<file path="src/rtl/fp16_result_packer_if.sv">
// Handshake/data bundle between the operand controller, the result packer and result memory.
// The controller side is the master; the packer side is the slave.
interface fp16_result_packer_if #(
    parameter int ADDR_W = 8
);
    logic              start;
    logic              sinal_in;
    logic [4:0]        expoente_in;
    logic [11:0]       mantissa_in;
    logic              busy;
    logic              done;
    logic              hab_Escrita;
    logic [ADDR_W-1:0] endereco_Escrita;
    logic [15:0]       resultado;
    logic              overflow;
    logic              underflow;

    modport master (
        output start, sinal_in, expoente_in, mantissa_in,
        input  busy, done, hab_Escrita, endereco_Escrita, resultado, overflow, underflow
    );

    modport slave (
        input  start, sinal_in, expoente_in, mantissa_in,
        output busy, done, hab_Escrita, endereco_Escrita, resultado, overflow, underflow
    );
endinterface

</file>
<file path="src/rtl/fp16_result_packer.sv">
// Normalises, rounds (nearest-even, guard bit only) and packs an FP16 adder result, then writes it out.
// Latency 3 + shift cycles (2 for zero/inf-input/immediate flush); no backpressure: start is ignored while busy.
module fp16_result_packer #(
    parameter int ADDR_W  = 8,
    parameter int EXP_MAX = 31
) (
    input  logic                  clock,
    input  logic                  reset,
    fp16_result_packer_if.slave   bus
);
    typedef enum logic [1:0] {IDLE, NORM, ROUND, WRITE} state_t;

    localparam logic [5:0] EMAX = 6'(EXP_MAX);

    state_t            state_q, state_d;
    logic              s_q, s_d;
    logic [5:0]        e_q, e_d;
    logic [11:0]       m_q, m_d;
    logic              g_q, g_d;
    logic              first_q, first_d;
    logic              busy_q, busy_d;
    logic              done_q, done_d;
    logic [ADDR_W-1:0] addr_q, addr_d;
    logic [15:0]       res_q, res_d;
    logic              ov_q, ov_d;
    logic              uf_q, uf_d;
    logic [11:0]       m_rnd;
    logic [5:0]        e_rnd;

    always_comb begin
        state_d = state_q;
        s_d     = s_q;
        e_d     = e_q;
        m_d     = m_q;
        g_d     = g_q;
        first_d = first_q;
        addr_d  = addr_q;
        res_d   = res_q;
        ov_d    = ov_q;
        uf_d    = uf_q;
        m_rnd   = m_q + {11'd0, g_q & m_q[0]};
        e_rnd   = e_q;

        case (state_q)
            IDLE: begin
                if (bus.start) begin
                    s_d     = bus.sinal_in;
                    e_d     = {1'b0, bus.expoente_in};
                    m_d     = bus.mantissa_in;
                    g_d     = 1'b0;
                    first_d = 1'b1;
                    state_d = NORM;
                end
            end
            NORM: begin
                first_d = 1'b0;
                // An all-ones exponent only means an infinite operand on the first NORM cycle;
                // reaching it later through a right shift is caught by ROUND instead.
                if (m_q == 12'd0) begin
                    res_d   = 16'h0000;
                    ov_d    = 1'b0;
                    uf_d    = 1'b0;
                    state_d = WRITE;
                end else if (first_q && (e_q == EMAX)) begin
                    res_d   = {s_q, EMAX[4:0], 10'h000};
                    ov_d    = 1'b1;
                    uf_d    = 1'b0;
                    state_d = WRITE;
                end else if (m_q[11]) begin
                    g_d = m_q[0];
                    m_d = m_q >> 1;
                    e_d = e_q + 6'd1;
                end else if (!m_q[10] && (e_q > 6'd1)) begin
                    m_d = m_q << 1;
                    e_d = e_q - 6'd1;
                end else if (!m_q[10]) begin
                    res_d   = {s_q, 15'h0000};
                    ov_d    = 1'b0;
                    uf_d    = 1'b1;
                    state_d = WRITE;
                end else begin
                    state_d = ROUND;
                end
            end
            ROUND: begin
                if (m_rnd[11]) begin
                    m_rnd = m_rnd >> 1;
                    e_rnd = e_q + 6'd1;
                end
                if (e_rnd >= EMAX) begin
                    res_d = {s_q, EMAX[4:0], 10'h000};
                    ov_d  = 1'b1;
                end else begin
                    res_d = {s_q, e_rnd[4:0], m_rnd[9:0]};
                    ov_d  = 1'b0;
                end
                uf_d    = 1'b0;
                state_d = WRITE;
            end
            WRITE: begin
                addr_d  = addr_q + 1'b1;
                state_d = IDLE;
            end
            default: state_d = IDLE;
        endcase

        done_d = (state_d == WRITE);
        busy_d = (state_d != IDLE);
    end

    always_ff @(posedge clock) begin
        if (reset) begin
            state_q <= IDLE;
            s_q     <= 1'b0;
            e_q     <= 6'd0;
            m_q     <= 12'd0;
            g_q     <= 1'b0;
            first_q <= 1'b0;
            busy_q  <= 1'b0;
            done_q  <= 1'b0;
            addr_q  <= '0;
            res_q   <= 16'h0000;
            ov_q    <= 1'b0;
            uf_q    <= 1'b0;
        end else begin
            state_q <= state_d;
            s_q     <= s_d;
            e_q     <= e_d;
            m_q     <= m_d;
            g_q     <= g_d;
            first_q <= first_d;
            busy_q  <= busy_d;
            done_q  <= done_d;
            addr_q  <= addr_d;
            res_q   <= res_d;
            ov_q    <= ov_d;
            uf_q    <= uf_d;
        end
    end

    assign bus.busy             = busy_q;
    assign bus.done             = done_q;
    assign bus.hab_Escrita      = done_q;
    assign bus.endereco_Escrita = addr_q;
    assign bus.resultado        = res_q;
    assign bus.overflow         = ov_q;
    assign bus.underflow        = uf_q;
endmodule

</file>
<file path="src/flat_wrapper.sv">
// flat-port wrapper written by rule: the top's interface ports become plain ports
module fp16_result_packer_flat 
#(
    parameter int ADDR_W  = 8,
    parameter int EXP_MAX = 31
)
  (clock, reset, bus_start, bus_sinal_in, bus_expoente_in, bus_mantissa_in, bus_busy, bus_done, bus_hab_Escrita, bus_endereco_Escrita, bus_resultado, bus_overflow, bus_underflow);
  fp16_result_packer_if #(.ADDR_W(ADDR_W)) bus_i ();
  input  logic clock;
  input  logic reset;
  input wire logic [$bits(bus_i.start)-1:0] bus_start;
  input wire logic [$bits(bus_i.sinal_in)-1:0] bus_sinal_in;
  input wire logic [$bits(bus_i.expoente_in)-1:0] bus_expoente_in;
  input wire logic [$bits(bus_i.mantissa_in)-1:0] bus_mantissa_in;
  output wire logic [$bits(bus_i.busy)-1:0] bus_busy;
  output wire logic [$bits(bus_i.done)-1:0] bus_done;
  output wire logic [$bits(bus_i.hab_Escrita)-1:0] bus_hab_Escrita;
  output wire logic [$bits(bus_i.endereco_Escrita)-1:0] bus_endereco_Escrita;
  output wire logic [$bits(bus_i.resultado)-1:0] bus_resultado;
  output wire logic [$bits(bus_i.overflow)-1:0] bus_overflow;
  output wire logic [$bits(bus_i.underflow)-1:0] bus_underflow;
  assign bus_i.start = bus_start;
  assign bus_i.sinal_in = bus_sinal_in;
  assign bus_i.expoente_in = bus_expoente_in;
  assign bus_i.mantissa_in = bus_mantissa_in;
  assign bus_busy = bus_i.busy;
  assign bus_done = bus_i.done;
  assign bus_hab_Escrita = bus_i.hab_Escrita;
  assign bus_endereco_Escrita = bus_i.endereco_Escrita;
  assign bus_resultado = bus_i.resultado;
  assign bus_overflow = bus_i.overflow;
  assign bus_underflow = bus_i.underflow;
  fp16_result_packer #(.ADDR_W(ADDR_W), .EXP_MAX(EXP_MAX)) u_core (.clock(clock), .reset(reset), .bus(bus_i));
endmodule
</file>
<file path="config.mk">
export PLATFORM = sky130hd
export DESIGN_NAME = fp16_result_packer_flat
export DESIGN_NICKNAME = d
export VERILOG_FILES = /design/src/rtl/fp16_result_packer_if.sv /design/src/rtl/fp16_result_packer.sv /design/src/flat_wrapper.sv
export SDC_FILE = /design/constraint.sdc
export NUM_CORES = 1
export LEC_CHECK = 0
export CAP_MARGIN = 40
export CORE_ASPECT_RATIO = 1.25
export CORE_UTILIZATION = 50
export CTS_CLUSTER_SIZE = 8
export DETAILED_ROUTE_END_ITERATION = 7
export DONT_BUFFER_PORTS = 1
export GPL_ROUTABILITY_DRIVEN = 0
export PLACE_DENSITY_LB_ADDON = 0.15
export SLEW_MARGIN = 20
export SYNTH_ARGS = -nofsm -noshare
export SYNTH_HDL_FRONTEND = slang
export SYNTH_SLANG_ARGS = --single-unit
export TNS_END_PERCENT = 100
</file>
<file path="constraint.sdc">
create_clock -name clock -period 4.7 [get_ports clock]
set_clock_uncertainty 0.15 [all_clocks]
set_input_delay 0.94 -clock clock [delete_from_list [all_inputs] [get_ports clock]]
set_output_delay 0.94 -clock clock [all_outputs]
set_load 0.005 [all_outputs]
</file>
; ---- Yosys cells after proc, flatten, opt, wreduce, memory -nomap -nowiden
; Index checks and enable logic that the tools add are counted.
[totals]
regBits = 51
latchBits = 0
mem_bits_rw = 0
mem_bits_ro = 0
in_bits = 21
out_inout_bits = 29
elab_cells = 96
mem_count = 0
[classes]
addsub = 4
n_mul = 0
n_div = 0
n_lt_le_gt_ge = 2
eq_ne = 13
n_shift = 0
n_mux = 49
bitwise_logic = 1
n_reduce_logical = 14
[op_table]
columns = op, count
row1 = two-way mux 16 bit, 5
row2 = two-way mux 12 bit, 5
row3 = two-way mux 6 bit, 7
row4 = case mux 16 bit (2 select lines), 1
row5 = case mux 12 bit (2 select lines), 1
row6 = two-way mux 1 bit, 17
row7 = two-way mux 15 bit, 1
row8 = adder 12 x 1 -> 12 bit, 1
row9 = zero test 12 bit, 1
row10 = case mux 6 bit (2 select lines), 1
row11 = two-way mux 10 bit, 1
row12 = two-way mux 2 bit, 5
row13 = AND reduction 5 bit, 2
row14 = adder 8 x 1 -> 8 bit (second input constant), 1
row15 = != test 4 bit (second input constant), 2
row16 = case mux 1 bit (2 select lines), 4
row17 = case mux 2 bit (4 select lines), 1
row18 = AND reduction 4 bit, 2
row19 = adder 6 x 1 -> 6 bit (second input constant), 1
row20 = equality test 2 bit (second input constant), 3
row21 = equality test 6 x 5 -> 1 bit (second input constant), 1
row22 = >= comparator 6 x 5 -> 1 bit (second input constant), 1
row23 = > comparator 6 x 1 -> 1 bit (second input constant), 1
row24 = != test 2 bit (second input constant), 3
row25 = 11 further kinds, 15

; ---- Depth between registers and ports, before layout
[depth]
ltp_word = 8
depth_mapped = 10
ltp_nobuf = 9

; ---- Worst setup path before layout
; Ideal clock, no wire load.
[synth_timing]
path_kind = register to register
startpoint = register u_core.m_q[1]
endpoint = register u_core.res_q[6], in the netlist u_core.bus.resultado[6]
setup_ps = 69
arrival_ps = 2283
required_ps = 4481
setup_slack_ps = 2198
path_stages_with_launch = 8
path_buffers = 0
synth_period_minus_slack_ps = 2502
path_cell_list = dfxtp_1 > nand4_1 > or4_4 > a21boi_1 > xor2_1 > a311o_1 > or3_4 > o21ai_1
[synth_via]
elab_chain_len = 6
elab_cells_between_ends = 13
cone_classes = 1 x add/sub / 1 x order compare / 3 x eq/ne / 6 x mux / 2 x reduce/logical
[synth_lines]
columns = element, line_no
row1 = from (decl), fp16_result_packer.sv:18  ; logic [11:0] m_q, m_d;
row2 = from (signal assigned), fp16_result_packer.sv:129  ; m_q <= m_d;
row3 = adder 12 x 1 -> 12 bit, fp16_result_packer.sv:41  ; m_rnd = m_q + {11'd0, g_q & m_q[0]};
row4 = two-way mux 6 bit, fp16_result_packer.sv:86  ; if (m_rnd[11]) begin
row5 = two-way mux 6 bit, fp16_result_packer.sv:44  ; case (state_q)
row6 = >= comparator 6 x 5 -> 1 bit, fp16_result_packer.sv:90  ; if (e_rnd >= EMAX) begin
row7 = two-way mux 15 bit, fp16_result_packer.sv:90
row8 = case mux 16 bit (2 select lines), fp16_result_packer.sv:44
row9 = to (signal assigned), fp16_result_packer.sv:135  ; res_q <= res_d;
row10 = to (decl), fp16_result_packer.sv:24  ; logic [15:0] res_q, res_d;
; Several ways; a longest one is shown, not always the timed one. The select of a mux whose other input is x is not followed.
; A chain may end at the register's enable or synchronous reset.

; ---- Worst setup path after layout
[layout_timing]
startpoint = register u_core.m_q[11]
endpoint = register u_core.res_q[1], in the netlist u_core.bus.resultado[1]
; Same word-level chain as after synthesis.

==> results summary <==
The flow ran to the end, and the final reports show no timing, DRC or antenna violations. The number of antenna violations at the first check in global routing came to 0. The net count of the finished layout is ~450.

The largest fanout on the critical path is 26. In the final routed layout, each cell accounts on average for between 15 and 20 um. Once the floorplan was initialized, standard cells occupied 52.4% of the core. The cell area after placement is 0.00324 mm^2. The mux share of post-synthesis cell area is 1.57%. The portion of synthesized cell area occupied by the leading cell type is 31.2%.

The critical path is of the register to register type. The buffer levels on the longest clock path came out at 2. The number of placed instances, taps included is approximately 500. Across the run, the number of max-cap violations was 0. The total number of yosys warnings is 0.

The row count came out at 32. In this run the post-CTS setup repair buffer count came out at 0. The maximum VDD drop came out at 402 uV.

The slew at the pin closest to its max-slew limit came out at 0.852 ns. The final worst-path setup slack came out at roughly 1.3 ns. The clock root buffer is sky130_fd_sc_hd__clkbuf_8. The wire length of the first global-routing pass is ~14 mm. The core footprint came out at approximately 0.0062 mm^2. For the final routed database, the setup TNS stands at 0 ns. Tracing the worst setup path back leads to its startpoint at u_core.m_q[11].

The HPWL after detailed placement is 5.90 mm. Counting every net in the synthesized netlist gives 478. The remaining antenna violation count after routing is 0. Setup repair after global routing left no endpoint under its margin.

The XOR/XNOR share of the synthesized area is ~4.0%. In this run the power density over the cells is a little under 700 mW/mm^2. For this design the static power due to leakage is approximately 1.2 nW. By area the synthesized netlist is led by sky130_fd_sc_hd__dfxtp_1 (31%), sky130_fd_sc_hd__a21oi_1 (6.9%), sky130_fd_sc_hd__nor2_1 (6.4%). The total length of routed wires is about 8.4 mm. The path depth of the worst reg2reg path is 7. Among all flip-flop cells after synthesis, the most frequent one is sky130_fd_sc_hd__dfxtp_1. The final hold slack is 0.310 ns.

Buffers placed on the I/O ports in this run total 0. The via count of the routed design came out at approximately 3100. The area growth from synthesis to layout is 2.75%. The cell count after synthesis came out at 448. The final max-slew violation count came out at 0. The required time of the worst setup path is around 4.8 ns.

For this run, the number of standard cells in the final layout without fillers is just over 500. Setup violations remaining at the end of the flow were counted as 0. The clock-pin slew reported for the worst setup and hold paths after clock tree synthesis came out at roughly 0.10 ns. The basic-gate share of the synthesized area counting and, or, nand and nor cells came out at 25.4%.

After synthesis, the largest family of logic cells by area is compound AO/OA/AOI/OAI gates. The width of the chip is about 74 um. The number of inserted filler cells in the final layout is ~650. The final instance area came out at approximately 0.0034 mm^2. The pre-CTS worst setup slack came out at 1.36 ns. The number of hold buffers added after CTS is 0. The post-detailed-route DRC marker count is 0. The per-instance average area after synthesis is about 7.3 um^2.

The kind of start point of the critical path is a register. Dividing the final minimum period by the clock period gives 72.6%. The total inserted antenna cells came out at 0. The compound-gate portion of the synthesized area came out at between 20 and 30%. TritonCTS built the clock tree. Of the cells placed in the final design, the portion with a size suffix greater than 1 is under 10%.

Derived from the worst setup path, the maximum achievable clock frequency is 293 MHz. In this run, synthesis produced a sequential element count of 51. The height of the chip is 92.4 um. CTS built an H-tree with a depth of 2. The source-to-sink clock delay at the later pin of the worst-skew pair came out at about 0.31 ns. In the global route stage, overall resource usage came out at 25.8%.

The netlist area before placement came out at 0.00327 mm^2. The cell type with the highest aggregate area in the netlist is sky130_fd_sc_hd__dfxtp_1. Entering global routing, the biggest net connects 44 pins.

The worst hold path belongs to the class register to register. The worst register-to-register path ends at u_core.bus.resultado[1]. The number of distinct library cells after synthesis is between 50 and 60. The vias per cell came out at 6.23. The count of boundary I/O pins came out at 50. The type of element capturing the critical path is a register. The first detailed-routing pass took 4 iterations. Counting the buffers created by CTS gives 5. The detailed router finished its first iteration with 236 violations. The worst register-to-register path begins at u_core.m_q[11]. The die area came out at between 0.006 and 0.007 mm^2. The worst max-slew margin expressed relative to the limit is a little over two fifths. The number of global-route vias before repair came out at between 2000 and 3000.

Following the worst setup path forward leads to its endpoint at u_core.bus.resultado[1]. The number of failing hold endpoints at the final stage is 0. The internal reg-to-reg setup slack is about 1.3 ns. The cell depth of the worst hold path is 2. For this run the aggregate overflow at the end of global routing stands at 0. The number of enable-type register cells in the synthesized netlist came out at 0.

The worst path needs about 3.4 ns of the cycle, external delays included. The adder and majority cell fraction of the synthesized area is under 10%. The post-synthesis sequential area ratio is a little under a third. The share of async-settable or async-resettable flops after synthesis came out at 0%. The number of clock sinks seen by CTS came out at slightly above 50.

For the worst setup path, the data arrival time is 3.52 ns. The quantity of gates resized following cts is 0.
through the flow:
stage	utilization, %	power (mW)
after floorplan	-	1.69
after global placement	51.9	1.94
after global routing	53.8	2.48
final	53.8	2.29
after detailed placement	51.9	1.95
after CTS	53.8	2.28
cells in the final DEF (no fill, tap or decap), types with 8 or more instances in the layout:
cell type	instances
sky130_fd_sc_hd__xor2_1	8
sky130_fd_sc_hd__a221oi_1	9
sky130_fd_sc_hd__a21oi_1	45
sky130_fd_sc_hd__o211ai_1	11
sky130_fd_sc_hd__nand4_1	10
sky130_fd_sc_hd__nand2_1	43
sky130_fd_sc_hd__o21ai_0	29
sky130_fd_sc_hd__nor2_1	56
sky130_fd_sc_hd__ha_1	9
sky130_fd_sc_hd__nand3_1	14
sky130_fd_sc_hd__nor3_1	18
sky130_fd_sc_hd__dfxtp_1	51
sky130_fd_sc_hd__inv_1	10
sky130_fd_sc_hd__o21ai_1	8
metal layers:
layer  vias up  part of all wire [%]  track usage, %  routed length [um]
li1       1576                     -               -                   -
met1      1483                    42            29.9                3520
met2        74                    52            47.0                4370
met3        15                   3.9            4.13                 324
met4         0                   1.9            8.33                 161
met5         -                     0               0                   0
cells in the mapped netlist, drive strengths merged (2+ instances only):
library cell  count
nor2             56
dfxtp            51
a21oi            45
nand2            43
o21ai            37
clkbuf           30
nor3             18
nand3            14
o211ai           11
inv              10
nand4            10
a221oi            9
buf               9
ha                9
xor2              8
xnor2             7
and3              6
nor4              6
a31oi             4
mux2i             4
o21a              4
or3               4
a211oi            3
a21boi            3
and2              3
and4              3
nand4b            3
o221a             3
o31ai             3
a211o             2
a21o              2
a2bb2oi           2
a311o             2
a311oi            2
a41oi             2
nand2b            2
nor2b             2
nor4b             2
o2111ai           2
o221ai            2
how the worst min path moves through the flow:
stage | startpoint | endpoint | slack (ns)
floorplan | u_core.s_q | u_core.s_q | 0.29
global placement | u_core.s_q | u_core.s_q | 0.29
detailed placement | u_core.s_q | u_core.s_q | 0.29
CTS | u_core.s_q | u_core.s_q | 0.31
global route | u_core.s_q | u_core.s_q | 0.32
finish | u_core.s_q | u_core.s_q | 0.31
worst max-delay path, stage by stage (launching register included):
cell and delay (ns):
sky130_fd_sc_hd__dfxtp_1 0.89, sky130_fd_sc_hd__clkinv_1 0.64, sky130_fd_sc_hd__a41oi_1 0.46, sky130_fd_sc_hd__o21ai_1 0.14, sky130_fd_sc_hd__xnor2_1 0.17, sky130_fd_sc_hd__a311o_1 0.36
sky130_fd_sc_hd__or3_4 0.40, sky130_fd_sc_hd__o21ai_1 0.14
final cells by class:
class | instances | area, um^2 | area share (%)
multi-input cells | 347 | 2050 | 61.1
flip-flops and latches | 51 | 1020 | 30.4
well taps | 85 | 106 | 3.16
clock buffers | 6 | 82.6 | 2.46
inverters | 11 | 41.3 | 1.23
clock inverters | 2 | 35.0 | 1.04
repair buffers | 3 | 22.5 | 0.670
flip-flops by register name, indices dropped and copies added (netlist names), 2 cells and up:
register / cells
u_core.e_q: 6
u_core.state_q: 2
u_core.bus.resultado: 16
u_core.bus.endereco_Escrita: 8
u_core.m_q: 12
cell families (layout without fill, tap and decap cells):
group,count (synthesis),after routing
and+or+nand+nor,174,174
AOI/OAI and AO/OA,144,144
DFF,51,51
buffers and inverters,50,22
xor gates and xnor gates,15,15
adders and majority gates,9,9
muxes,5,5
where the power goes:
| group | switching (mW) | internal, mW |
|---|---|---|
| clock network | 0.150 | 0.173 |
| registers | 0.250 | 0.538 |
| logic | 0.732 | 0.444 |
Power figures use the tool's default switching activity.
